### config.mk
export PLATFORM = sky130hd
export DESIGN_NAME = seu_emr_uart_reporter
export DESIGN_NICKNAME = d
export VERILOG_FILES = /design/src/rtl/seu_pkg.sv /design/src/rtl/emr_frame_mux.sv /design/src/rtl/seu_emr_uart_reporter.sv
export SDC_FILE = /design/constraint.sdc
export NUM_CORES = 1
export LEC_CHECK = 0
export ABC_CLOCK_PERIOD_IN_PS = 3500
export CORE_UTILIZATION = 55
export CTS_BUF_LIST = sky130_fd_sc_hd__clkbuf_8
export DETAILED_ROUTE_END_ITERATION = 7
export PLACE_DENSITY = 0.91
export SLEW_MARGIN = 30
export SYNTH_ARGS = -nofsm -noshare
export SYNTH_HDL_FRONTEND = slang
export SYNTH_SLANG_ARGS = --single-unit
### constraint.sdc
create_clock -name clk -period 3.5 [get_ports clk]
set_input_delay 0.7 -clock clk [delete_from_list [all_inputs] [get_ports clk]]
set_output_delay 0.7 -clock clk [all_outputs]
set_load 0.1 [all_outputs]
### src/rtl/seu_pkg.sv
// Shared types and frame-geometry helpers for the SEU EMR UART reporter.
package seu_pkg;

    typedef enum logic [1:0] {
        ST_IDLE    = 2'd0,
        ST_CAPTURE = 2'd1,
        ST_SEND    = 2'd2,
        ST_HOLD    = 2'd3
    } state_t;

    localparam logic [7:0] SYNC_BYTE_DEFAULT = 8'hA5;

    // Number of data bytes needed to carry an EMR entry of the given width.
    function automatic int unsigned num_data_bytes(input int unsigned width);
        return (width + 7) / 8;
    endfunction

    // Frame length: sync, seq, flags, data bytes, checksum.
    function automatic int unsigned frame_len(input int unsigned width);
        return num_data_bytes(width) + 4;
    endfunction

endpackage

### src/rtl/emr_frame_mux.sv
// Combinational byte selector for one report frame, indexed by byte position.
module emr_frame_mux
    import seu_pkg::*;
#(
    parameter int unsigned EMR_DATA_WIDTH = 35,
    parameter logic [7:0]  SYNC_BYTE      = SYNC_BYTE_DEFAULT,
    parameter int unsigned IDX_W          = 4
) (
    input  logic [IDX_W-1:0]          idx,
    input  logic [7:0]                seq,
    input  logic [7:0]                flags,
    input  logic [EMR_DATA_WIDTH-1:0] data,
    input  logic [7:0]                chk,
    output logic [7:0]                frame_byte_c
);

    localparam int unsigned NB    = num_data_bytes(EMR_DATA_WIDTH);
    localparam int unsigned PAD_W = NB * 8;

    logic [PAD_W-1:0] data_pad;

    assign data_pad = PAD_W'(data);

    // Pick sync, seq, flags, LSB-first data bytes or checksum by position.
    always_comb begin
        frame_byte_c = 8'h00;
        if (idx == '0) begin
            frame_byte_c = SYNC_BYTE;
        end else if (idx == IDX_W'(1)) begin
            frame_byte_c = seq;
        end else if (idx == IDX_W'(2)) begin
            frame_byte_c = flags;
        end else if (idx == IDX_W'(NB + 3)) begin
            frame_byte_c = chk;
        end else begin
            for (int unsigned i = 0; i < NB; i++) begin
                if (idx == IDX_W'(i + 3)) begin
                    frame_byte_c = data_pad[i*8 +: 8];
                end
            end
        end
    end

endmodule

### src/rtl/seu_emr_uart_reporter.sv
// Pops EMR cache entries and streams each one as a checksummed byte frame.
module seu_emr_uart_reporter
    import seu_pkg::*;
#(
    parameter int unsigned EMR_DATA_WIDTH = 35,
    parameter int unsigned ACK_HOLDOFF    = 4,
    parameter logic [7:0]  SYNC_BYTE      = SYNC_BYTE_DEFAULT
) (
    input  logic                      clk,
    input  logic                      nreset,
    input  logic                      enable,
    input  logic [EMR_DATA_WIDTH-1:0] emr_data,
    input  logic                      emr_cache_int,
    output logic                      emr_cache_ack,
    input  logic [3:0]                cache_fill_level,
    input  logic                      cache_full,
    output logic [7:0]                tx_data,
    output logic                      tx_valid,
    input  logic                      tx_ready,
    output logic                      busy,
    output logic                      overflow_seen
);

    localparam int unsigned FRAME_LEN = frame_len(EMR_DATA_WIDTH);
    localparam int unsigned IDX_W     = $clog2(FRAME_LEN);
    localparam int unsigned HOLD_W    = $clog2(ACK_HOLDOFF + 2);
    localparam logic [IDX_W-1:0] LAST_IDX = IDX_W'(FRAME_LEN - 1);

    state_t                    state;
    logic [IDX_W-1:0]          idx;
    logic [7:0]                seq;
    logic [7:0]                xor_acc;
    logic [EMR_DATA_WIDTH-1:0] cap_data;
    logic [3:0]                cap_fill;
    logic                      cap_ovf;
    logic [HOLD_W-1:0]         hold;

    logic [IDX_W-1:0]  next_idx_c;
    logic [7:0]        flags_c;
    logic [7:0]        next_byte_c;
    logic              accept_c;
    logic [HOLD_W-1:0] hold_dec_c;

    assign next_idx_c = idx + IDX_W'(1);
    assign flags_c    = {cap_ovf, 3'b000, cap_fill};
    assign accept_c   = tx_valid & tx_ready;
    assign hold_dec_c = (hold != '0) ? hold - HOLD_W'(1) : '0;

    // Byte for the position that becomes current after the next accept.
    emr_frame_mux #(
        .EMR_DATA_WIDTH (EMR_DATA_WIDTH),
        .SYNC_BYTE      (SYNC_BYTE),
        .IDX_W          (IDX_W)
    ) u_mux (
        .idx          (next_idx_c),
        .seq          (seq),
        .flags        (flags_c),
        .data         (cap_data),
        .chk          (xor_acc),
        .frame_byte_c (next_byte_c)
    );

    // Capture/send/holdoff sequencer with registered stream and handshake outputs.
    always_ff @(posedge clk or negedge nreset) begin
        if (!nreset) begin
            state         <= ST_IDLE;
            idx           <= '0;
            seq           <= 8'h00;
            xor_acc       <= 8'h00;
            cap_data      <= '0;
            cap_fill      <= 4'h0;
            cap_ovf       <= 1'b0;
            hold          <= '0;
            emr_cache_ack <= 1'b0;
            tx_data       <= 8'h00;
            tx_valid      <= 1'b0;
            busy          <= 1'b0;
            overflow_seen <= 1'b0;
        end else begin
            hold          <= hold_dec_c;
            emr_cache_ack <= 1'b0;
            if (cache_full) begin
                overflow_seen <= 1'b1;
            end
            case (state)
                ST_IDLE: begin
                    if (enable && emr_cache_int && (hold == '0)) begin
                        state         <= ST_CAPTURE;
                        emr_cache_ack <= 1'b1;
                        busy          <= 1'b1;
                    end
                end
                ST_CAPTURE: begin
                    // Head entry is still valid here; the cache pops on this edge.
                    cap_data      <= emr_data;
                    cap_fill      <= cache_fill_level;
                    cap_ovf       <= overflow_seen;
                    overflow_seen <= cache_full;
                    hold          <= HOLD_W'(ACK_HOLDOFF);
                    idx           <= '0;
                    xor_acc       <= 8'h00;
                    tx_data       <= SYNC_BYTE;
                    tx_valid      <= 1'b1;
                    state         <= ST_SEND;
                end
                ST_SEND: begin
                    if (accept_c) begin
                        if (idx == LAST_IDX) begin
                            tx_valid <= 1'b0;
                            seq      <= seq + 8'd1;
                            if (hold_dec_c == '0) begin
                                state <= ST_IDLE;
                                busy  <= 1'b0;
                            end else begin
                                state <= ST_HOLD;
                            end
                        end else begin
                            idx     <= next_idx_c;
                            tx_data <= next_byte_c;
                            // Checksum covers every byte between sync and chk.
                            if (next_idx_c != LAST_IDX) begin
                                xor_acc <= xor_acc ^ next_byte_c;
                            end
                        end
                    end
                end
                ST_HOLD: begin
                    if (hold == '0) begin
                        state <= ST_IDLE;
                        busy  <= 1'b0;
                    end
                end
                default: begin
                    state <= ST_IDLE;
                    busy  <= 1'b0;
                end
            endcase
        end
    end

endmodule

# After elaboration in Yosys (flattened, before gate mapping)
# Cells that the tools add are included.
# word_totals
regBits,77
in_bits,45
# classes
addsub,3
n_eq_ne,20
mux,40
bitwise_logic,2
reduce_logical,16
# ops
cell,n
$mux 8,14
$pmux 8 s2,2
$eq 4x3->1 const B,4
$ne 2x2->1 const B,7
$mux 1,11
$mux 2,5
$reduce_and 3->1,3
$add 8x1->8 const B,1
$eq 4x2->1 const B,2
$eq 4x4->1 const B,2
$mux 4,2
$pmux 2 s4,1
$pmux 4 s2,1
$reduce_and 4->1,2
$xor 8x8->8,1
$logic_not 3->1,2
$mux 3,2
$reduce_and 6->1,1
$reduce_bool 3->1,2
$add 4x1->4 const B,1
$eq 2x2->1 const B,2
$eq 4x1->1 const B,1
$logic_not 4->1,1
$ne 4x4->1 const B,1
other kinds (8),10

# Logic depth before layout (Yosys ltp)
# Gate-level depths: netlist of the first run.
# depth
depth_word,16
depth_mapped,11
mapped_depth_nobuf,9

# Modules after synthesis
# Synthesis of the first run repeated with hierarchy kept, for this count alone.
# hier_totals
cells_unflattened,448
area_unflattened_um2,3927.5
# by_module_without_submodules
module,n_inst,cells_per_inst,area_per_inst_um2,seq_area_each_um2
seu_emr_uart_reporter,1,322,3163.0,1926.8
emr_frame_mux,1,126,764.5,0.0

# Worst setup path after synthesis of the first run
# Ideal clock, no wire load.
# synth_path
kind,register to register
from,register idx[0]
to,register xor_acc[3]
arrival_ps,2388
t_required_ps,3422
path_slack_ps,1034
stages_incl_launch_ff,11
period_less_slack_ps,2466
path_cell_list,dfrtp_1 -> buf_2 -> inv_1 -> ha_1 -> nor2b_1 -> a211o_1 -> a31oi_1 -> a211oi_1 -> nor3_1 -> or4b_1 -> a21oi_1
# synth_between
elab_chain_cells,16
# synth_rtl
element,line,text
from (decl),seu_emr_uart_reporter.sv:30,logic [IDX_W-1:0] idx;
from (signal assigned),seu_emr_uart_reporter.sv:118,idx <= next_idx_c;
$add 4x1->4,seu_emr_uart_reporter.sv:44,assign next_idx_c = idx + IDX_W'(1);
$eq 4x2->1,emr_frame_mux.sv:37,if (idx == IDX_W'(i + 3)) begin
$mux 8 (5 in a row),emr_frame_mux.sv:37,
$mux 8,emr_frame_mux.sv:33,end else if (idx == IDX_W'(NB + 3)) begin
$mux 8,emr_frame_mux.sv:31,end else if (idx == IDX_W'(2)) begin
$mux 8,emr_frame_mux.sv:29,end else if (idx == IDX_W'(1)) begin
$mux 8,emr_frame_mux.sv:27,if (idx == '0) begin
$xor 8x8->8,seu_emr_uart_reporter.sv:122,xor_acc <= xor_acc ^ next_byte_c;
$mux 8,seu_emr_uart_reporter.sv:121,if (next_idx_c != LAST_IDX) begin
$mux 8,seu_emr_uart_reporter.sv:108,if (idx == LAST_IDX) begin
$mux 8,seu_emr_uart_reporter.sv:107,if (accept_c) begin
$pmux 8 s2,seu_emr_uart_reporter.sv:85,case (state)
to (signal assigned),seu_emr_uart_reporter.sv:122,
to (decl),seu_emr_uart_reporter.sv:32,logic [7:0] xor_acc;
# Parallel ways exist; a longest one is shown, timed or not. The select of a mux whose other input is x is not followed.
# A chain may end at the register's enable or synchronous reset.

# Worst setup path after layout of the first run
# layout_path
from,register idx[0]
to,register xor_acc[0]
# Same word-level chain as after synthesis.

==> results of run 1 <==
[synth_stat cells, types with 6 or more instances]
master,number
nand2_1,159
dfrtp_1,77
o21ai_0,25
nand3_1,19
nor2_1,18
a21oi_1,17
clkbuf_1,15
nor3_1,13
inv_1,10
ha_1,8
buf_2,6
nand2b_1,6
[critical path: stages, from the launching register on]
cell       delay [ns]
dfrtp_1          0.57
ha_1             0.40
nor3b_2          0.50
a31o_1           0.35
nand2_1          0.21
a211o_1          0.38
a2111oi_4        0.39
o21ai_1          0.12
mux2i_1          0.14
[report_power, final]
group | switching, W | leakage, nW | total, W | internal (W)
Sequential | 0.000371 | 0.953 | 0.00164 | 0.00127
Clock | 0.000330 | 0.119 | 0.000801 | 0.000471
Combinational | 0.00160 | 1.24 | 0.00248 | 0.000875
Total | 0.00230 | 2.31 | 0.00492 | 0.00262
[per-stage QoR]
| stage | instances | setup slack (ns) | hold slack [ns] | util, % | cell area, sq um |
|---|---|---|---|---|---|
| after floorplan | 492 | 1.034 | 0.4044 | - | 4194 |
| after global placement | 628 | 0.5281 | 0.4552 | 65.68 | 4815 |
| after detailed placement | 628 | 0.4273 | 0.4592 | 65.68 | 4815 |
| after CTS | 643 | 0.3848 | 0.4798 | 68.90 | 5051 |
| after global routing | 643 | 0.1285 | 0.4195 | 68.95 | 5055 |
| final | 643 | 0.3174 | 0.3685 | 68.95 | 5055 |
[worst max path at each step]
stage	endpoint	slack [ns]	depth (start not counted)
2_1_floorplan	xor_acc[3]$_DFFE_PN0P_	1.03	10
3_3_place_gp	xor_acc[0]$_DFFE_PN0P_	0.53	8
3_5_place_dp	xor_acc[0]$_DFFE_PN0P_	0.43	8
4_1_cts	xor_acc[0]$_DFFE_PN0P_	0.38	8
5_1_grt	tx_data[2]$_DFFE_PN0P_	0.13	8
6_report	xor_acc[0]$_DFFE_PN0P_	0.32	8
[cell type report]
class | count | share of cell area [%]
well taps | 99 | 2.450
multi-input cells | 379 | 41.86
inverters | 10 | 0.7426
clock buffers | 9 | 2.450
flip-flops and latches | 77 | 38.12
repair buffers | 63 | 12.15
clock inverters | 6 | 2.228
[kinds of logic after synthesis]
kind of cell	count (synthesis)	share of synthesized area, %
muxes	3	0.7458
xor gates and xnor gates	9	1.879
adders and majority gates	8	2.387
buffers and inverters	36	3.849
and+or+nand+nor	255	27.54
DFF	77	45.94
AOI/OAI and AO/OA	104	17.66
[routing by layer]
metal | routed length [um] | GRT usage (%)
met1 | 4695 | 41.82
met3 | 940 | 6.279
met5 | 0 | 0
met4 | 246 | 9.668
met2 | 5209 | 48.16
[state kept, by name, indices dropped and copies added (netlist names), 2 cells and up]
| register | flops |
|---|---|
| cap_data | 35 |
| seq | 8 |
| tx_data | 8 |
| xor_acc | 8 |
| cap_fill | 4 |
| idx | 4 |
| hold | 3 |
| state | 2 |
==> out/qor.txt, run 1 <==
Reg2reg end -> xor_acc[0]$_DFFE_PN0P_
Die height -> 89.33 um
Initial DRC Count -> 394
Post-detail-place hpwl -> 7926 um
Total grt overflow -> 0
CTS tree -> done
Diodes inserted -> 0
Placement Rows -> 31
IO Port Bufs -> 56
Number of flops mapped to enable cells by yosys -> 0
Global-route wire length before repair -> 18020 um
Detailed-route DRC error count -> 0
Syn Std Cell Area -> 0.004194 sq mm
Slew HR -> 33.94%
CP Data Arrival Time -> 3.42 ns
Sink Count -> 77
Required @ worst endpoint -> 3.73 ns
YS warnings -> 0
Synthesized flop and latch total -> 77
CTS buffer count -> 9
# setup viols final -> 0
Antenna violations before repair -> 0
Worst Path Class, Setup -> reg2reg
Antenna Nets Post-Route -> 0
Hold Fails Final Rpt -> 0
Clock Latency Late Sink -> 0.35 ns
Lkg Pwr -> 2.310 nW
Synth-to-layout area growth -> 20.53%
GP Congestion -> 1.013
Hold Crit Class -> in2async
Power, Total -> 0.004922 W
First-pass iteration count of the detailed router -> 5
Most frequent cells in the layout -> nand2_1, dfrtp_1, clkdlybuf4s50_1
Fillcell total -> 581
Worst-case clock buffer depth -> 2
Reg clk slew, reported paths -> 0.08 ns
Setup bufs post-CTS -> 0
Worst Max-Slew Pin Slew -> 0.9878 ns
Total GRT Usage -> 30.32%
Ys async rst share -> 100.0%
Most common cell after layout, fill and taps aside -> nand2_1
Worst setup startpoint -> idx[0]$_DFFE_PN0P_
Clock skew -> 0.01233 ns
Die area -> 0.007979 sq mm
Avg Cell Area, Syn -> 8.524 sq um
Chip width -> 89.33 um
Worst Path Max Fanout -> 13
Period minus WS final -> 3.183 ns
FF-to-FF path depth -> 8
Vias in the first global route -> 3635
FF-to-FF Start -> idx[0]$_DFFE_PN0P_
Startpoint Class -> flop
Fin. max-slew vios -> 0
Multi-input gate area -> 0.002116 sq mm
Hold Buf Count CTS -> 0
Sequential fraction of the synthesis area -> 45.94%
Gates resized, CTS repair -> 0
Root Buffer -> clkbuf_8
Leading area contributor after synthesis -> dfrtp_1
Power per cell area -> 973.6 mW/mm^2
H-tree depth -> 3
Via density -> 6.062
Fin nets -> 593
Top-level port count -> 57
Total negative slack -> 0 ns
Unrepaired setup endpoints after global routing -> false
R2R Setup Slk -> 0.32 ns
CP endpoint kind -> flop
Register Area -> 0.001927 sq mm
Largest net degree at the start of global routing -> 78
Peak VDD IR -> 0.0006049 V
DRT Wirelength -> 11090 um
Top_reg_cell synth -> dfrtp_1
Yosys top cell area share -> 45.94%
Max-cap violations -> 0
Tcrit/Tclk final -> 90.93%
Outcome -> finished, final reports clean
Yosys cell types -> 64
Max Clk Rate -> 0.3142 GHz
Layout cells sized above 1 -> 7.169%
Post-Syn Instances -> 492
Leading post-synthesis cells by cell area -> dfrtp_1, nand2_1, o21ai_0, ha_1, nand3_1
Initial Util -> 57.21%
Routed WL per cell -> 17.25 um
Total nets after synthesis -> 545
Core area -> 0.007331 sq mm
Via Count -> 3898
No activity file was read; power rests on OpenSTA's default activity.
==> inputs of run 2 (changes only) <==
- PLACE_DENSITY: 0.91 -> 0.81
- SYNTH_HIERARCHICAL: default -> 1
==> run 2 against run 1 <==
  * Sequential power down 4%
  * Global-route usage down 2.7 points
  * Maximum frequency up 8.0%
  * Clock skew down 0.0039 ns
  * Largest power group unchanged
==> out/qor.txt, run 2 <==
Outcome -> finished, final reports clean
CTS buffer count -> 9
H-tree depth -> 3
Initial Util -> 57.49%
Max reg flops -> 35
Synthesized flop and latch total -> 77
Top_reg_cell synth -> dfrtp_1
Clock Latency Late Sink -> 0.36 ns
Tcrit/Tclk final -> 84.20%
Layout cells sized above 1 -> 6.958%
Max Clk Rate -> 0.3393 GHz
Dominant cell by count in the synthesized netlist -> nand2_1
Sink Count -> 77
Vias in the first global route -> 3194
Leading post-synthesis cells by cell area -> dfrtp_1, nand2_1, mux2i_1, a21oi_1, a22o_1
Most common cell after layout, fill and taps aside -> nand2_1
IO Port Bufs -> 56
Total negative slack -> 0 ns
Core area -> 0.006832 sq mm
Fin nets -> 548
GP Congestion -> 0.8799
Worst-case clock buffer depth -> 2
Initial DRC Count -> 272
Antenna violations before repair -> 0
Sequential fraction of the synthesis area -> 49.06%
Post-synth top cells -> nand2_1, dfrtp_1, a21oi_1, nor2_1, o21ai_0
Yosys cell types -> 57
Avg Cell Area, Syn -> 8.767 sq um
Max-cap violations -> 0
Top-level port count -> 57
Fin. max-slew vios -> 0
Most frequent cells in the layout -> nand2_1, dfrtp_1, clkdlybuf4s50_1
Syn Std Cell Area -> 0.003928 sq mm
Diodes inserted -> 0
Power per cell area -> 1056 mW/mm^2
Peak VDD IR -> 0.0004197 V
Startpoint Class -> flop
Placement Rows -> 30
Clock skew -> 0.008461 ns
Lkg Pwr -> 2.273 nW
Period minus WS final -> 2.947 ns
Fillcell total -> 528
Die height -> 86.51 um
# setup viols final -> 0
CP endpoint kind -> flop
Leading area contributor after synthesis -> dfrtp_1
Largest net degree at the start of global routing -> 55
Final std cells w/o fill -> 599
Root Buffer -> clkbuf_8
Multi-input gate area -> 0.001871 sq mm
Hold Buf Count CTS -> 0
Post-Syn Instances -> 448
FF-to-FF path depth -> 10
Total grt overflow -> 0
CTS tree -> done
Routed WL per cell -> 15.62 um
Reg with most FFs -> cap_data
Via density -> 5.516
Register Area -> 0.001927 sq mm
DRT Wirelength -> 9358 um
Unrepaired setup endpoints after global routing -> false
Gates resized, CTS repair -> 0
Setup bufs post-CTS -> 0
Required @ worst endpoint -> 3.75 ns
Global-route wire length before repair -> 15690 um
Hold Fails Final Rpt -> 0
Chip width -> 86.51 um
Antenna Nets Post-Route -> 0
Via Count -> 3304
Worst Path Class, Setup -> reg2reg
Pre-CTS WS -> 0.6290 ns
Reg clk slew, reported paths -> 0.08 ns
Synth-to-layout area growth -> 21.54%
Post-detail-place hpwl -> 6512 um
Hold Crit Class -> in2async
Worst Max-Slew Pin Slew -> 0.9674 ns
Total GRT Usage -> 27.66%
Yosys top cell area share -> 49.06%
YS warnings -> 6
First-pass iteration count of the detailed router -> 4
Slew HR -> 35.30%
Number of flops mapped to enable cells by yosys -> 0
Final worst slack -> 0.5529 ns
Worst Path Max Fanout -> 25
Ys async rst share -> 100.0%
Placed Instances -> 584
CP Data Arrival Time -> 3.19 ns
Detailed-route DRC error count -> 0
Die area -> 0.007483 sq mm
[run 2: cell types whose count changed after synthesis, sizes merged, moves of 5 or more]
| cell | delta |
|---|---|
| o21ai | -12 |
| nand3 | -10 |
| a22o | +9 |
| nor3 | -9 |
| mux2i | +8 |
| o211ai | +6 |
| clkbuf | -5 |
[run 2: final timing paths]
kind | from | to | slack [ns]
worst max-delay path | idx[0]$_DFFE_PN0P_ | xor_acc[3]$_DFFE_PN0P_ | 0.55
worst min-delay path | nreset | busy$_DFFE_PN0P_ | 0.41
worst max register to register | idx[0]$_DFFE_PN0P_ | xor_acc[3]$_DFFE_PN0P_ | 0.55
worst min register to register | cap_data[22]$_DFFE_PN0P_ | cap_data[22]$_DFFE_PN0P_ | 0.48
max in group asynchronous | nreset | cap_data[18]$_DFFE_PN0P_ | 2.40
min in group clk | cap_data[22]$_DFFE_PN0P_ | cap_data[22]$_DFFE_PN0P_ | 0.48
[run 2: stage by stage]
step           area, sq um  power (W)  utilization, %  hold WS, ns
6_report              4773   0.005042           69.87       0.4130
5_1_grt               4773   0.005392           69.87       0.4964
4_1_cts               4768   0.005018           69.80       0.4388
3_5_place_dp          4556   0.004266           66.69       0.4636
3_3_place_gp          4556   0.004191           66.69       0.4594
2_1_floorplan         3935   0.003595               -       0.4044
[run 2: report_power, final]
part / switching, W / internal [W]
Clock: 0.000323 / 0.000413
Combinational: 0.00174 / 0.000985
Sequential: 0.000304 / 0.00128
[run 2: worst max-delay path, cell delays in order, from the launching register on]
cell and delay, ns:
dfrtp_1 0.43, ha_1 0.23, xnor2_1 0.15, inv_1 0.61
nor2b_1 0.32, a21o_1 0.12, a22oi_1 0.06, o32a_1 0.37
a21oi_1 0.22, o211ai_1 0.16, mux2i_1 0.16
[run 2: cell type report]
class	count	area share, %
well taps	96	2.516
flip-flops and latches	77	40.37
clock inverters	5	1.573
multi-input cells	341	39.19
repair buffers	62	12.84
clock buffers	10	2.883
inverters	8	0.6291
[run 2: cell families (layout without fill, tap and decap cells)]
group	after synthesis	after routing	share of synthesized area, %
buffers and inverters	32	85	3.695
AND/OR/NAND/NOR	226	226	25.23
XOR/XNOR	9	9	2.007
multiplexers	12	12	3.122
other	1	3	0.09548
flip-flops	77	77	49.06
adder cells (fa/ha/maj)	4	4	1.274
AO/OA/AOI/OAI	87	87	15.51
[run 2: per-layer routing]
metal / track usage [%] / wire (um) / vias up
li1: - / - / 1618
met1: 38.24 / 4291 / 1590
met2: 42.86 / 4446 / 77
met3: 5.524 / 345 / 19
met4: 11.36 / 274 / 0
met5: 0 / 0 / -
